--- src/rtl/fetch_pc_unit_pkg.sv ---
// ----------------------------------------------------------------------------
// fetch_pc_unit_pkg
// Shared definitions for the instruction-fetch front end:
//   W_ADDR / W_DATA    : bus address and data widths
//   RESET_PC_DEFAULT   : default first fetch address after reset
//   fetch_state_t      : fetch FSM states (REQ, WAIT, HOLD)
//   pc_event_t         : PC update source, ordered by priority
//   pc_event()         : priority encoder; exc_flush beats handover
// ----------------------------------------------------------------------------
package fetch_pc_unit_pkg;

    localparam int unsigned W_ADDR = 32;
    localparam int unsigned W_DATA = 32;

    localparam logic [W_ADDR-1:0] RESET_PC_DEFAULT = 32'hBFC0_0000;

    typedef enum logic [1:0] {
        FS_REQ  = 2'd0,
        FS_WAIT = 2'd1,
        FS_HOLD = 2'd2
    } fetch_state_t;

    typedef enum logic [1:0] {
        PC_EV_NONE     = 2'd0,
        PC_EV_HANDOVER = 2'd1,
        PC_EV_FLUSH    = 2'd2
    } pc_event_t;

    // A flush overrides whatever else the fetch unit would do this cycle.
    function automatic pc_event_t pc_event(input logic flush, input logic handover);
        pc_event_t ev;
        ev = PC_EV_NONE;
        if (flush) begin
            ev = PC_EV_FLUSH;
        end else if (handover) begin
            ev = PC_EV_HANDOVER;
        end
        return ev;
    endfunction

endpackage

--- src/rtl/fetch_pc_unit_redirect_buf.sv ---
// ----------------------------------------------------------------------------
// fetch_redirect_buf
// Holds the pending branch redirect (redir_vld/redir_pc), the drop flag for a
// stale in-flight bus read, and selects the next fetch PC.
//   clk, rst        : clock, asynchronous active-high reset
//   branch          : ID redirect request
//   branch_addr     : redirect target
//   id_stall        : ID not accepting; branch is ignored while set
//   exc_flush       : flush; clears the pending redirect
//   handover        : HOLD instruction accepted by ID this cycle
//   drop_set        : a flush abandoned an outstanding bus read
//   inst_data_ok    : bus read data valid (retires the stale read)
//   pc              : current fetch PC
//   next_pc         : PC to load on handover
//   drop            : a stale read is still outstanding
// ----------------------------------------------------------------------------
module fetch_redirect_buf
    import fetch_pc_unit_pkg::*;
(
    input  logic              clk,
    input  logic              rst,
    input  logic              branch,
    input  logic [W_ADDR-1:0] branch_addr,
    input  logic              id_stall,
    input  logic              exc_flush,
    input  logic              handover,
    input  logic              drop_set,
    input  logic              inst_data_ok,
    input  logic [W_ADDR-1:0] pc,
    output logic [W_ADDR-1:0] next_pc,
    output logic              drop
);

    logic              redir_vld_q, redir_vld_d;
    logic [W_ADDR-1:0] redir_pc_q,  redir_pc_d;
    logic              drop_q,      drop_d;
    logic              br_take;

    assign br_take = branch & ~id_stall & ~exc_flush;
    assign drop    = drop_q;

    // A branch accepted in the same cycle as the handover is forwarded
    // directly, so the delay slot leaves and the target is fetched next.
    always_comb begin
        if (br_take) begin
            next_pc = branch_addr;
        end else if (redir_vld_q) begin
            next_pc = redir_pc_q;
        end else begin
            next_pc = pc + 32'd4;
        end
    end

    always_comb begin
        redir_vld_d = redir_vld_q;
        redir_pc_d  = redir_pc_q;
        drop_d      = drop_q;
        if (br_take) begin
            redir_vld_d = 1'b1;
            redir_pc_d  = branch_addr;
        end
        if (handover || exc_flush) begin
            redir_vld_d = 1'b0;
        end
        if (drop_q && inst_data_ok) begin
            drop_d = 1'b0;
        end
        if (drop_set) begin
            drop_d = 1'b1;
        end
    end

    always_ff @(posedge clk or posedge rst) begin
        if (rst) begin
            redir_vld_q <= 1'b0;
            redir_pc_q  <= '0;
            drop_q      <= 1'b0;
        end else begin
            redir_vld_q <= redir_vld_d;
            redir_pc_q  <= redir_pc_d;
            drop_q      <= drop_d;
        end
    end

endmodule

--- src/rtl/fetch_pc_unit.sv ---
// ----------------------------------------------------------------------------
// fetch_pc_unit
// Instruction-fetch front end: owns the fetch PC (with delay-slot redirect),
// runs the instruction-bus request/response handshake and presents one
// instruction at a time to ID.
//   Parameter RESET_PC : first fetch address after reset
//   clk, rst           : clock, asynchronous active-high reset
//   branch/branch_addr : ID redirect request and target
//   exc_flush/exc_pc   : exception flush (highest priority) and target
//   id_stall           : ID cannot accept an instruction
//   inst_req/inst_addr : bus address phase
//   inst_addr_ok       : address phase accepted
//   inst_data_ok/inst_rdata : read data phase
//   if_valid/if_pc/if_inst  : held instruction for ID
//   if_adel            : fetch address error
// Build option: FETCH_ALIGN_CHECK_EN enables the PC alignment check; when it
// is undefined if_adel stays 0 and the address is forced word-aligned.
// ----------------------------------------------------------------------------
module fetch_pc_unit
    import fetch_pc_unit_pkg::*;
#(
    parameter logic [W_ADDR-1:0] RESET_PC = RESET_PC_DEFAULT
) (
    input  logic              clk,
    input  logic              rst,
    input  logic              branch,
    input  logic [W_ADDR-1:0] branch_addr,
    input  logic              exc_flush,
    input  logic [W_ADDR-1:0] exc_pc,
    input  logic              id_stall,
    output logic              inst_req,
    output logic [W_ADDR-1:0] inst_addr,
    input  logic              inst_addr_ok,
    input  logic              inst_data_ok,
    input  logic [W_DATA-1:0] inst_rdata,
    output logic              if_valid,
    output logic [W_ADDR-1:0] if_pc,
    output logic [W_DATA-1:0] if_inst,
    output logic              if_adel
);

    fetch_state_t      state_q;
    logic [W_ADDR-1:0] pc_q;
    logic              if_valid_q;
    logic [W_ADDR-1:0] if_pc_q;
    logic [W_DATA-1:0] if_inst_q;
    logic              if_adel_q;

    logic [W_ADDR-1:0] next_pc;
    logic              drop;
    logic              addr_err;
    logic              handover;
    logic              drop_set;
    pc_event_t         ev;

`ifdef FETCH_ALIGN_CHECK_EN
    assign addr_err  = (pc_q[1:0] != 2'b00);
    assign inst_addr = pc_q;
`else
    assign addr_err  = 1'b0;
    assign inst_addr = {pc_q[W_ADDR-1:2], 2'b00};
`endif

    // Held low during reset and while a stale read is still outstanding.
    assign inst_req = ~rst & (state_q == FS_REQ) & ~drop & ~addr_err;

    assign handover = (state_q == FS_HOLD) & ~id_stall & ~exc_flush;

    // A flush with a read in flight leaves one data_ok to discard. A flush
    // coinciding with that data_ok retires the read, so nothing is owed.
    assign drop_set = exc_flush &
                      (((state_q == FS_WAIT) & ~inst_data_ok) |
                       (inst_req & inst_addr_ok));

    assign ev = pc_event(exc_flush, handover);

    assign if_valid = if_valid_q;
    assign if_pc    = if_pc_q;
    assign if_inst  = if_inst_q;
    assign if_adel  = if_adel_q;

    fetch_redirect_buf u_redirect_buf (
        .clk          (clk),
        .rst          (rst),
        .branch       (branch),
        .branch_addr  (branch_addr),
        .id_stall     (id_stall),
        .exc_flush    (exc_flush),
        .handover     (handover),
        .drop_set     (drop_set),
        .inst_data_ok (inst_data_ok),
        .pc           (pc_q),
        .next_pc      (next_pc),
        .drop         (drop)
    );

    always_ff @(posedge clk or posedge rst) begin
        if (rst) begin
            state_q    <= FS_REQ;
            pc_q       <= RESET_PC;
            if_valid_q <= 1'b0;
            if_pc_q    <= '0;
            if_inst_q  <= '0;
            if_adel_q  <= 1'b0;
        end else begin
            unique case (ev)
                PC_EV_FLUSH: begin
                    pc_q       <= exc_pc;
                    state_q    <= FS_REQ;
                    if_valid_q <= 1'b0;
                    if_adel_q  <= 1'b0;
                end
                PC_EV_HANDOVER: begin
                    pc_q       <= next_pc;
                    state_q    <= FS_REQ;
                    if_valid_q <= 1'b0;
                    if_adel_q  <= 1'b0;
                end
                default: begin
                    unique case (state_q)
                        FS_REQ: begin
                            if (addr_err) begin
                                state_q    <= FS_HOLD;
                                if_valid_q <= 1'b1;
                                if_adel_q  <= 1'b1;
                                if_pc_q    <= pc_q;
                                if_inst_q  <= '0;
                            end else if (inst_req && inst_addr_ok) begin
                                state_q <= FS_WAIT;
                            end
                        end
                        FS_WAIT: begin
                            if (inst_data_ok) begin
                                state_q    <= FS_HOLD;
                                if_valid_q <= 1'b1;
                                if_pc_q    <= pc_q;
                                if_inst_q  <= inst_rdata;
                            end
                        end
                        FS_HOLD: begin
                            state_q <= FS_HOLD;
                        end
                        default: begin
                            state_q <= FS_REQ;
                        end
                    endcase
                end
            endcase
        end
    end

endmodule
--- config.mk ---
export PLATFORM = sky130hd
export DESIGN_NAME = fetch_pc_unit
export DESIGN_NICKNAME = d
export VERILOG_FILES = /design/src/rtl/fetch_pc_unit_pkg.sv /design/src/rtl/fetch_pc_unit_redirect_buf.sv /design/src/rtl/fetch_pc_unit.sv
export SDC_FILE = /design/constraint.sdc
export NUM_CORES = 1
export LEC_CHECK = 0
export BUFFER_PORTS_ARGS = -buffer_cell sky130_fd_sc_hd__buf_2
export CAP_MARGIN = 20
export CORE_MARGIN = 2
export CORE_UTILIZATION = 30
export CTS_BUF_LIST = sky130_fd_sc_hd__clkbuf_8
export DETAILED_ROUTE_END_ITERATION = 8
export GPL_ROUTABILITY_DRIVEN = 0
export GPL_TIMING_DRIVEN = 0
export SLEW_MARGIN = 0
export SYNTH_ARGS = -nofsm -noshare
export SYNTH_HDL_FRONTEND = slang
export SYNTH_SLANG_ARGS = --single-unit
--- constraint.sdc ---
create_clock -name clk -period 11.8 [get_ports clk]
set_clock_uncertainty 0.1 [all_clocks]
set_input_delay 2.36 -clock clk [delete_from_list [all_inputs] [get_ports clk]]
set_output_delay 2.36 -clock clk [all_outputs]
set_load 0.05 [all_outputs]
* Yosys cells after proc, flatten, opt, wreduce, memory -nomap -nowiden
Cells that the tools add are included.
** Cells by class
- Add/sub/neg operators :: 1
- Bitwise gates (word level) :: 16
- Reductions and logical operators :: 13
- Equal/unequal tests :: 6
- Mux-type cells :: 16
** Operators by type and width (number)
- 32-bit two-way mux :: 2
- 32-bit case mux with 2 select lines :: 1
- 32-bit by 3-bit adder with 32-bit output, second input constant :: 1
- 2-bit nonzero test :: 5
- 1-bit AND :: 9
- 1-bit two-way mux :: 8
- 2-bit two-way mux :: 4
- 1-bit inverter :: 6
- 2-bit case mux with 3 select lines :: 1
- 2-bit by 1-bit equality test with 1-bit output, second input constant :: 2
- 2-bit equality test, second input constant :: 2
- 2-bit AND reduction :: 2
- 3-bit by 2-bit inequality test with 1-bit output, second input constant :: 1
- 3-bit inequality test, second input constant :: 1
- 3-bit AND reduction :: 1
- 1-bit logical AND :: 2
- 2-bit logical NOT :: 1
- 2-bit OR reduction :: 1
- 1-bit logical OR :: 1
- 1-bit OR :: 1
** Word-level totals
- Logic and storage cells :: 60
- Flip-flop bits (word level) :: 133
- Input port bits :: 103
- Output and inout bits :: 99

* Depth between registers and ports, before layout
Gate-level depths: netlist of run 1.
- Depth after elaboration :: 9
- Mapped depth :: 8
- Depth with buffers taken out :: 7

* Modules after synthesis
A second synthesis of run 1 with hierarchy kept.
** Second synthesis, totals
- Cell total of the unflattened synthesis :: 647
- Area, all modules :: 6702.7 sq um
** By module, submodules not included
- fetch_pc_unit :: instances 1, sequential area each 2488.6 sq um, area an instance 4365.4 sq um, cells each 340
- fetch_redirect_buf :: instances 1, sequential area each 850.8 sq um, area an instance 2337.2 sq um, cells each 307

* Worst setup path after synthesis of run 1
Ideal clock, no wire load.
- Path type :: input to output
- Start :: input port rst
- End :: output port inst_req
- Path buffers :: 0
- Cell stages on the path :: 1
- Slack :: 5.720 ns
- Arrival time :: 3.620 ns
- Required time :: 9.340 ns
- Path through :: nor3b_1
** Between the ends
- Word-level cells in the longest chain between the ends :: 3
** Ends and longest elaborated chain
- start: declaration :: line fetch_pc_unit.sv:25 : input logic rst,
- 1-bit inverter :: line fetch_pc_unit.sv:65 : assign inst_req = ~rst & (state_q == FS_REQ) & ~drop & ~addr_err;
- 1-bit AND (2 in a row) :: line fetch_pc_unit.sv:65
- end: declaration :: line fetch_pc_unit.sv:31 : output logic inst_req,
Every way passes these cells.

* Final worst setup path of run 1
Same ends and word-level chain as after synthesis.

==> results of run 1 <==
-- final cells by class --
| type | count | area [um^2] | area share, % |
|---|---|---|---|
| Tap cell | 280 | 350 | 4.12 |
| Inverter | 20 | 80.1 | 0.942 |
| Clock inverter | 13 | 179 | 2.10 |
| Antenna cell | 5 | 12.5 | 0.147 |
| Timing Repair Buffer | 200 | 1030 | 12.1 |
| Clock buffer | 19 | 262 | 3.08 |
| Sequential cell | 133 | 3340 | 39.3 |
| Multi-Input combinational cell | 443 | 2840 | 33.4 |
| Buffer | 74 | 412 | 4.84 |
-- kinds of logic (layout without fill, tap and decap cells) --
group	after synthesis	in the layout	synth area share [%]
xor gates and xnor gates	15	15	1.97
other	1	8	0.0563
and+or+nand+nor	209	209	14.8
muxes	68	68	11.4
AOI/OAI and AO/OA	143	143	13.3
adders and majority gates	5	5	0.940
DFF	133	133	50.2
buffers and inverters	94	326	7.31
-- per-stage QoR --
| step | hold slack [ps] | setup slack (ps) |
|---|---|---|
| 6_report | 381 | 6160 |
| 5_1_grt | 405 | 6010 |
| 4_1_cts | 381 | 6120 |
| 3_5_place_dp | 362 | 6130 |
| 3_3_place_gp | 357 | 3790 |
| 2_1_floorplan | 345 | 5720 |
-- per-layer routing --
metal	vias to the layer above	routed length, um
met2	256	10200
met1	2865	9730
met3	47	1550
li1	2766	-
met4	4	612
met5	-	27
-- registers in the layout (all words and copies together) (netlist names) --
signal                      flops
pc_q                           32
u_redirect_buf.redir_vld_q      1
u_redirect_buf.drop             1
if_valid                        1
state_q                         2
u_redirect_buf.redir_pc_q      32
if_pc                          32
if_inst                        32
-- worst min-delay path, cell delays in order, from the launching register on --
cell and delay [ps]:
dfrtp_1 350, nand2_1 50, nand2_1 50
-- placed cells by master, fill, tap and decap left out, types with 6 or more instances in the layout --
master,instances
a21oi_1,46
a221oi_1,12
a31oi_1,9
and3_1,10
and4_1,6
buf_2,206
buf_4,33
clkbuf_1,31
clkbuf_8,19
dfrtp_1,124
dfstp_2,9
inv_1,19
mux2_2,64
nand2_1,114
nand3_1,12
nor2_1,19
nor2b_1,6
nor3_1,7
o21ai_0,41
or3_1,14
xnor2_1,9
xor2_1,6
-- path summary, 6_finish.rpt --
check | startpoint | end | cells past startpoint
worst max-delay path | rst | inst_req | 3
worst min-delay path | u_redirect_buf.redir_pc_q[2] | u_redirect_buf.redir_pc_q[2] | 2
worst max register to register | state_q[0] | if_pc[10] | 8
worst min register to register | u_redirect_buf.redir_pc_q[2] | u_redirect_buf.redir_pc_q[2] | 2
max in group asynchronous | rst | if_inst[12] | 3
min in group asynchronous | rst | if_pc[28] | 2
-- power breakdown --
part | switching (mW) | internal (mW) | leakage, nW | total [mW]
Combinational | 0.664 | 0.269 | 2.18 | 0.933
Sequential | 0.0906 | 0.608 | 1.60 | 0.698
Clock | 0.192 | 0.240 | 0.214 | 0.432
Total | 0.946 | 1.12 | 3.99 | 2.06
==> results.sh, run 1 <==
export IMPL_nNetsFinal=997
export IMPL_die_w_um=153
export IMPL_area_growth_syn_to_layout_pct=27.7
export IMPL_postCtsSetupBuffers=0
export IMPL_root_buffer="clkbuf_8"
export IMPL_hold_buffers=0
export IMPL_power_total_mw=2.06
export IMPL_hold_violations=0
export IMPL_yosys_cell_count_top_type="dfrtp_1"
export IMPL_vdd_drop_max_v=0.000111
export IMPL_ios=202
export IMPL_synth_warnings=0
export IMPL_routedWlPerCell_um=18.7
export IMPL_status="completed"
export IMPL_track_usage_pct=18.9
export IMPL_start_util_pct=30.5
export IMPL_gr_max_usage_layer="met2"
export IMPL_htree_levels=4
export IMPL_fin_crit_ps=5640
export IMPL_synth_top_area_share_pct=46.6
export IMPL_ys_seq_elements=133
export IMPL_core_mm2=0.0218
export IMPL_clock_sinks=133
export IMPL_std_cell_rows=54
export IMPL_die_area_mm2=0.0234
export IMPL_cts_tree="yes"
export IMPL_final_util_pct=39.0
export IMPL_syn_inst=668
export IMPL_clock_latency_ps=450
export IMPL_powerDensity_mw_per_mm2=243
export IMPL_netlist_area_mm2=0.00666
export IMPL_crit_required_ps=9340
export IMPL_synth_distinct_cells=49
export IMPL_placed_area_mm2=0.00805
export IMPL_port_buffers=198
export IMPL_hold_class="reg -> reg"
export IMPL_fill_cells=2245
export IMPL_synth_area_leader_cell="dfrtp_1"
export IMPL_startpoint_type="primary input"
export IMPL_ctsResizeCount=0
export IMPL_met1_usage_pct=25.6
export IMPL_critPathMaxFanout=3
export IMPL_synth_area_leaders="dfrtp_1 (47%), mux2_2 (11%), nand2_1 (6.4%)"
export IMPL_maxCapViolations=0
export IMPL_relSlewSlack_pct=32.2
export IMPL_ant_nets=0
export IMPL_timing_fmax_mhz=177
export IMPL_finish_instance_area_mm2=0.00850
export IMPL_crit_family="buffers and inverters"
export IMPL_use_met3_pct=4.71
export IMPL_instances_no_fill=1187
export IMPL_drt_first_iter_violations=503
export IMPL_cts_buffers=17
export IMPL_grt_pass1_wl_um=33800
export IMPL_fp_dieH_um=153
export IMPL_r2r_slack_ps=8680
export IMPL_synthTopCellsByCount="dfrtp_1 (124), nand2_1 (114), mux2_2 (64)"
export IMPL_synth_main_ff_cell="dfrtp_1"
export IMPL_dp_cells=1150
export IMPL_worst_pin_slew_ps=1010
export IMPL_grt_pass1_vias=5735
export IMPL_grt_max_degree=91
export IMPL_cp_end_kind="output port"
export IMPL_ys_async_sr_fraction_pct=100
export IMPL_drt_pass1_iterations=5
export IMPL_arrival_ps=3180
export IMPL_overflow=0
export IMPL_tns_ps=0
export IMPL_use_met2_pct=29.4
export IMPL_drc=0
export IMPL_antenna_found_initial=7
export IMPL_setup_viol=0
export IMPL_report_final_slew_viol_count=0
export IMPL_synth_avg_cell_area_um2=9.97
export IMPL_rsz0062_at_grt="false"
export IMPL_leakage_nw=3.99
export IMPL_clk_pin_slew_worst_paths_ps=80
export IMPL_critical_path_class="in -> out"
export IMPL_drt_wl_total_um=22200
export IMPL_layout_drive_gt1_share_pct=38.8
export IMPL_finalCritPeriodShare_pct=47.8
export IMPL_slowest_stage="nor3b_1"
export IMPL_vias_per_cell=5.00
export IMPL_clock_path_buffers=2
export IMPL_synth_edf_count=0
export IMPL_path_cells="buf_2 -> nor3b_1 -> buf_2"
export IMPL_dp_hpwl_um=16000
export IMPL_ys_seq_area_share_pct=50.2
export IMPL_vias=5938
export IMPL_crit_buf_inv=2
export IMPL_crit_top_cell="buf_2"
export IMPL_slowest_delay_ps=340
Power figures use the tool's default switching activity.
==> run 2, diff against run 1 <==
ABC_AREA = 1   (was not set)
clock period = 5.8 ns   (was 11.8 ns; I/O delays follow)
==> run 2 against run 1 <==
  * Cell count increased by 23%
  * Sequential power grew 100%
  * Final area rose by 5.8%
  * Largest power group unchanged
==> results.sh, run 2 <==
export IMPL_status="completed"
export IMPL_clkPwrFrac_pct=19.9
export IMPL_fin_crit_ps=3100
export IMPL_arrival_ps=1840
export IMPL_startpoint_type="primary input"
export IMPL_antenna_cells=0
export IMPL_drc=0
export IMPL_netlist_area_mm2=0.00714
export IMPL_powerDensity_mw_per_mm2=474
export IMPL_cts_tree="yes"
export IMPL_grt_pass1_vias=6072
export IMPL_ys_async_sr_fraction_pct=100
export IMPL_std_cell_rows=56
export IMPL_area_growth_syn_to_layout_pct=25.9
export IMPL_drt_pass1_iterations=5
export IMPL_min_delay_start="u_redirect_buf.redir_pc_q[5]"
export IMPL_ant_nets=0
export IMPL_finalWorstSetupSlack_ps=2700
export IMPL_hold_buffers=0
export IMPL_drt_wl_total_um=21900
export IMPL_leakage_nw=4.78
export IMPL_vias_per_cell=4.49
export IMPL_power_total_mw=4.26
export IMPL_r2r_slack_ps=3570
export IMPL_synth_area_leader_cell="dfrtp_1"
export IMPL_crit_top_cell="buf_2"
export IMPL_ys_seq_area_share_pct=46.8
export IMPL_dp_hpwl_um=17100
export IMPL_switching_share_pct=47.0
export IMPL_cts_buffers=17
export IMPL_die_w_um=158
export IMPL_layout_drive_gt1_share_pct=30.0
export IMPL_critical_path_class="in -> out"
export IMPL_setup_viol=0
export IMPL_maxCapViolations=0
export IMPL_synth_area_leaders="dfrtp_1 (43%), nand2_1 (16%), o21ai_0 (6.2%)"
export IMPL_syn_inst=910
export IMPL_synth_warnings=0
export IMPL_layout_commonest_cell="nand2_1"
export IMPL_core_mm2=0.0234
export IMPL_cp_end_kind="output port"
export IMPL_vias=6554
export IMPL_synth_top_area_share_pct=43.4
export IMPL_path_cells="buf_2 -> nor3_1 -> buf_2"
export IMPL_die_area_mm2=0.0251
export IMPL_dp_slack_ps=2700
export IMPL_synth_avg_cell_area_um2=7.85
export IMPL_synth_edf_count=0
export IMPL_reg2regPathDepth=12
export IMPL_layout_common_cells="nand2_1 (305), buf_2 (208), dfrtp_1 (124)"
export IMPL_slowest_delay_ps=310
export IMPL_worstReg2RegEnd="pc_q[30]"
export IMPL_clock_latency_ps=440
export IMPL_hold_depth=2
export IMPL_worst_pin_slew_ps=626
export IMPL_htree_levels=4
export IMPL_overflow=0
export IMPL_ctsResizeCount=0
export IMPL_fp_dieH_um=158
export IMPL_postCtsSetupBuffers=0
export IMPL_crit_required_ps=4540
export IMPL_holdWs_ps=367
export IMPL_switching_power_mw=2.00
export IMPL_synth_main_ff_cell="dfrtp_1"
export IMPL_drt_first_iter_violations=436
export IMPL_synth_distinct_cells=33
export IMPL_timing_fmax_mhz=322
export IMPL_synthTopCellsByCount="nand2_1 (305), dfrtp_1 (124), o21ai_0 (89)"
export IMPL_start_util_pct=30.5
export IMPL_pwr_share_comb_pct=46.7
export IMPL_clock_path_buffers=2
export IMPL_rsz0062_at_grt="false"
export IMPL_relSlewSlack_pct=58.3
export IMPL_hold_class="reg -> reg"
export IMPL_finish_instance_area_mm2=0.00899
export IMPL_clk_pin_slew_worst_paths_ps=80
export IMPL_root_buffer="clkbuf_8"
export IMPL_hold_violations=0
export IMPL_placed_area_mm2=0.00857
export IMPL_slowest_stage="buf_2"
export IMPL_report_final_slew_viol_count=0
export IMPL_yosys_cell_count_top_type="nand2_1"
export IMPL_ios=202
export IMPL_seqPwrFrac_pct=33.4
export IMPL_nNetsFinal=1237
export IMPL_grt_pass1_wl_um=32800
export IMPL_min_to="u_redirect_buf.redir_pc_q[5]"
export IMPL_final_util_pct=38.4
export IMPL_ys_seq_elements=133
export IMPL_track_usage_pct=17.5
export IMPL_critPathMaxFanout=2
export IMPL_reg2reg_from="pc_q[3]"
export IMPL_grt_max_degree=97
export IMPL_finalCritPeriodShare_pct=53.5
export IMPL_intPower_mw=2.25
export IMPL_routedWlPerCell_um=15.0
export IMPL_clock_sinks=133
export IMPL_antenna_found_initial=0
export IMPL_port_buffers=197
export IMPL_vdd_drop_max_v=0.000190
==> run 2: changes by cell type after synthesis, moves of 9 or more <==
cell,delta
mux2_4,+10
o21ai_0,+48
xnor2_1,-9
and3_1,-10
or3_1,-14
nand2_1,+191
nand3_1,+38
a221oi_1,-12
a21oi_1,-17
mux2_2,-40
clkbuf_1,-18
nor2_1,+57
inv_1,+63
==> run 2: metrics by stage <==
stage / std cells / setup TNS (ps)
6_report: 1461 / 0
3_3_place_gp: 1428 / -99030
5_1_grt: 1461 / 0
3_5_place_dp: 1429 / 0
2_1_floorplan: 912 / 0
4_1_cts: 1461 / 0
==> run 2: metal layers <==
| layer | track usage (%) | part of all wire, % | vias up |
|---|---|---|---|
| li1 | - | - | 3278 |
| met1 | 23.6 | 47 | 3034 |
| met2 | 28.2 | 45 | 214 |
| met3 | 2.94 | 5.6 | 28 |
| met4 | 6.74 | 2.2 | 0 |
| met5 | 0 | 0 | - |
==> run 2: area by class of cell <==
class / instances / area, um^2
repair buffers: 198 / 1010
clock inverters: 13 / 164
fillers: 2544 / 14400
multi-input cells: 619 / 2980
inverters: 89 / 339
plain buffers: 71 / 499
flip-flops and latches: 133 / 3340
well taps: 319 / 399
clock buffers: 19 / 262
==> run 2: power by group through the flow <==
stage                     clock network (mW)  logic (mW)  registers [mW]
after floorplan                            0       0.732            2.20
after global placement                     0        1.98            1.43
after detailed placement                   0        2.00            1.44
after CTS                              0.872        2.00            1.43
after global routing                   0.904        2.13            1.47
final                                  0.846        1.99            1.42
==> run 2: cells by family (layout without fill, tap and decap cells) <==
| logic type | Yosys count | in the layout | share of synthesized area, % |
|---|---|---|---|
| AOI/OAI and AO/OA | 131 | 131 | 9.50 |
| other | 1 | 3 | 0.0525 |
| DFF | 133 | 133 | 46.8 |
| xor gates and xnor gates | 1 | 1 | 0.123 |
| adders and majority gates | 5 | 5 | 0.876 |
| buffers and inverters | 160 | 390 | 11.7 |
| muxes | 35 | 35 | 6.04 |
| and+or+nand+nor | 444 | 444 | 25.0 |
==> run 2: worst max-delay path, delay by kind of cell <==
| kind | cells | cell delay [ps] |
|---|---|---|
| buffers and inverters | 2 | 440 |
| AND/OR/NAND/NOR | 1 | 240 |
==> run 2: worst max path at each step <==
stage	start	to	slack, ps
after floorplan	rst	if_inst[0]	1000
after global placement	rst	if_inst[1]	-810
after detailed placement	rst	inst_req	2700
after CTS	rst	inst_req	2690
after global routing	rst	inst_req	2660
final	rst	inst_req	2700
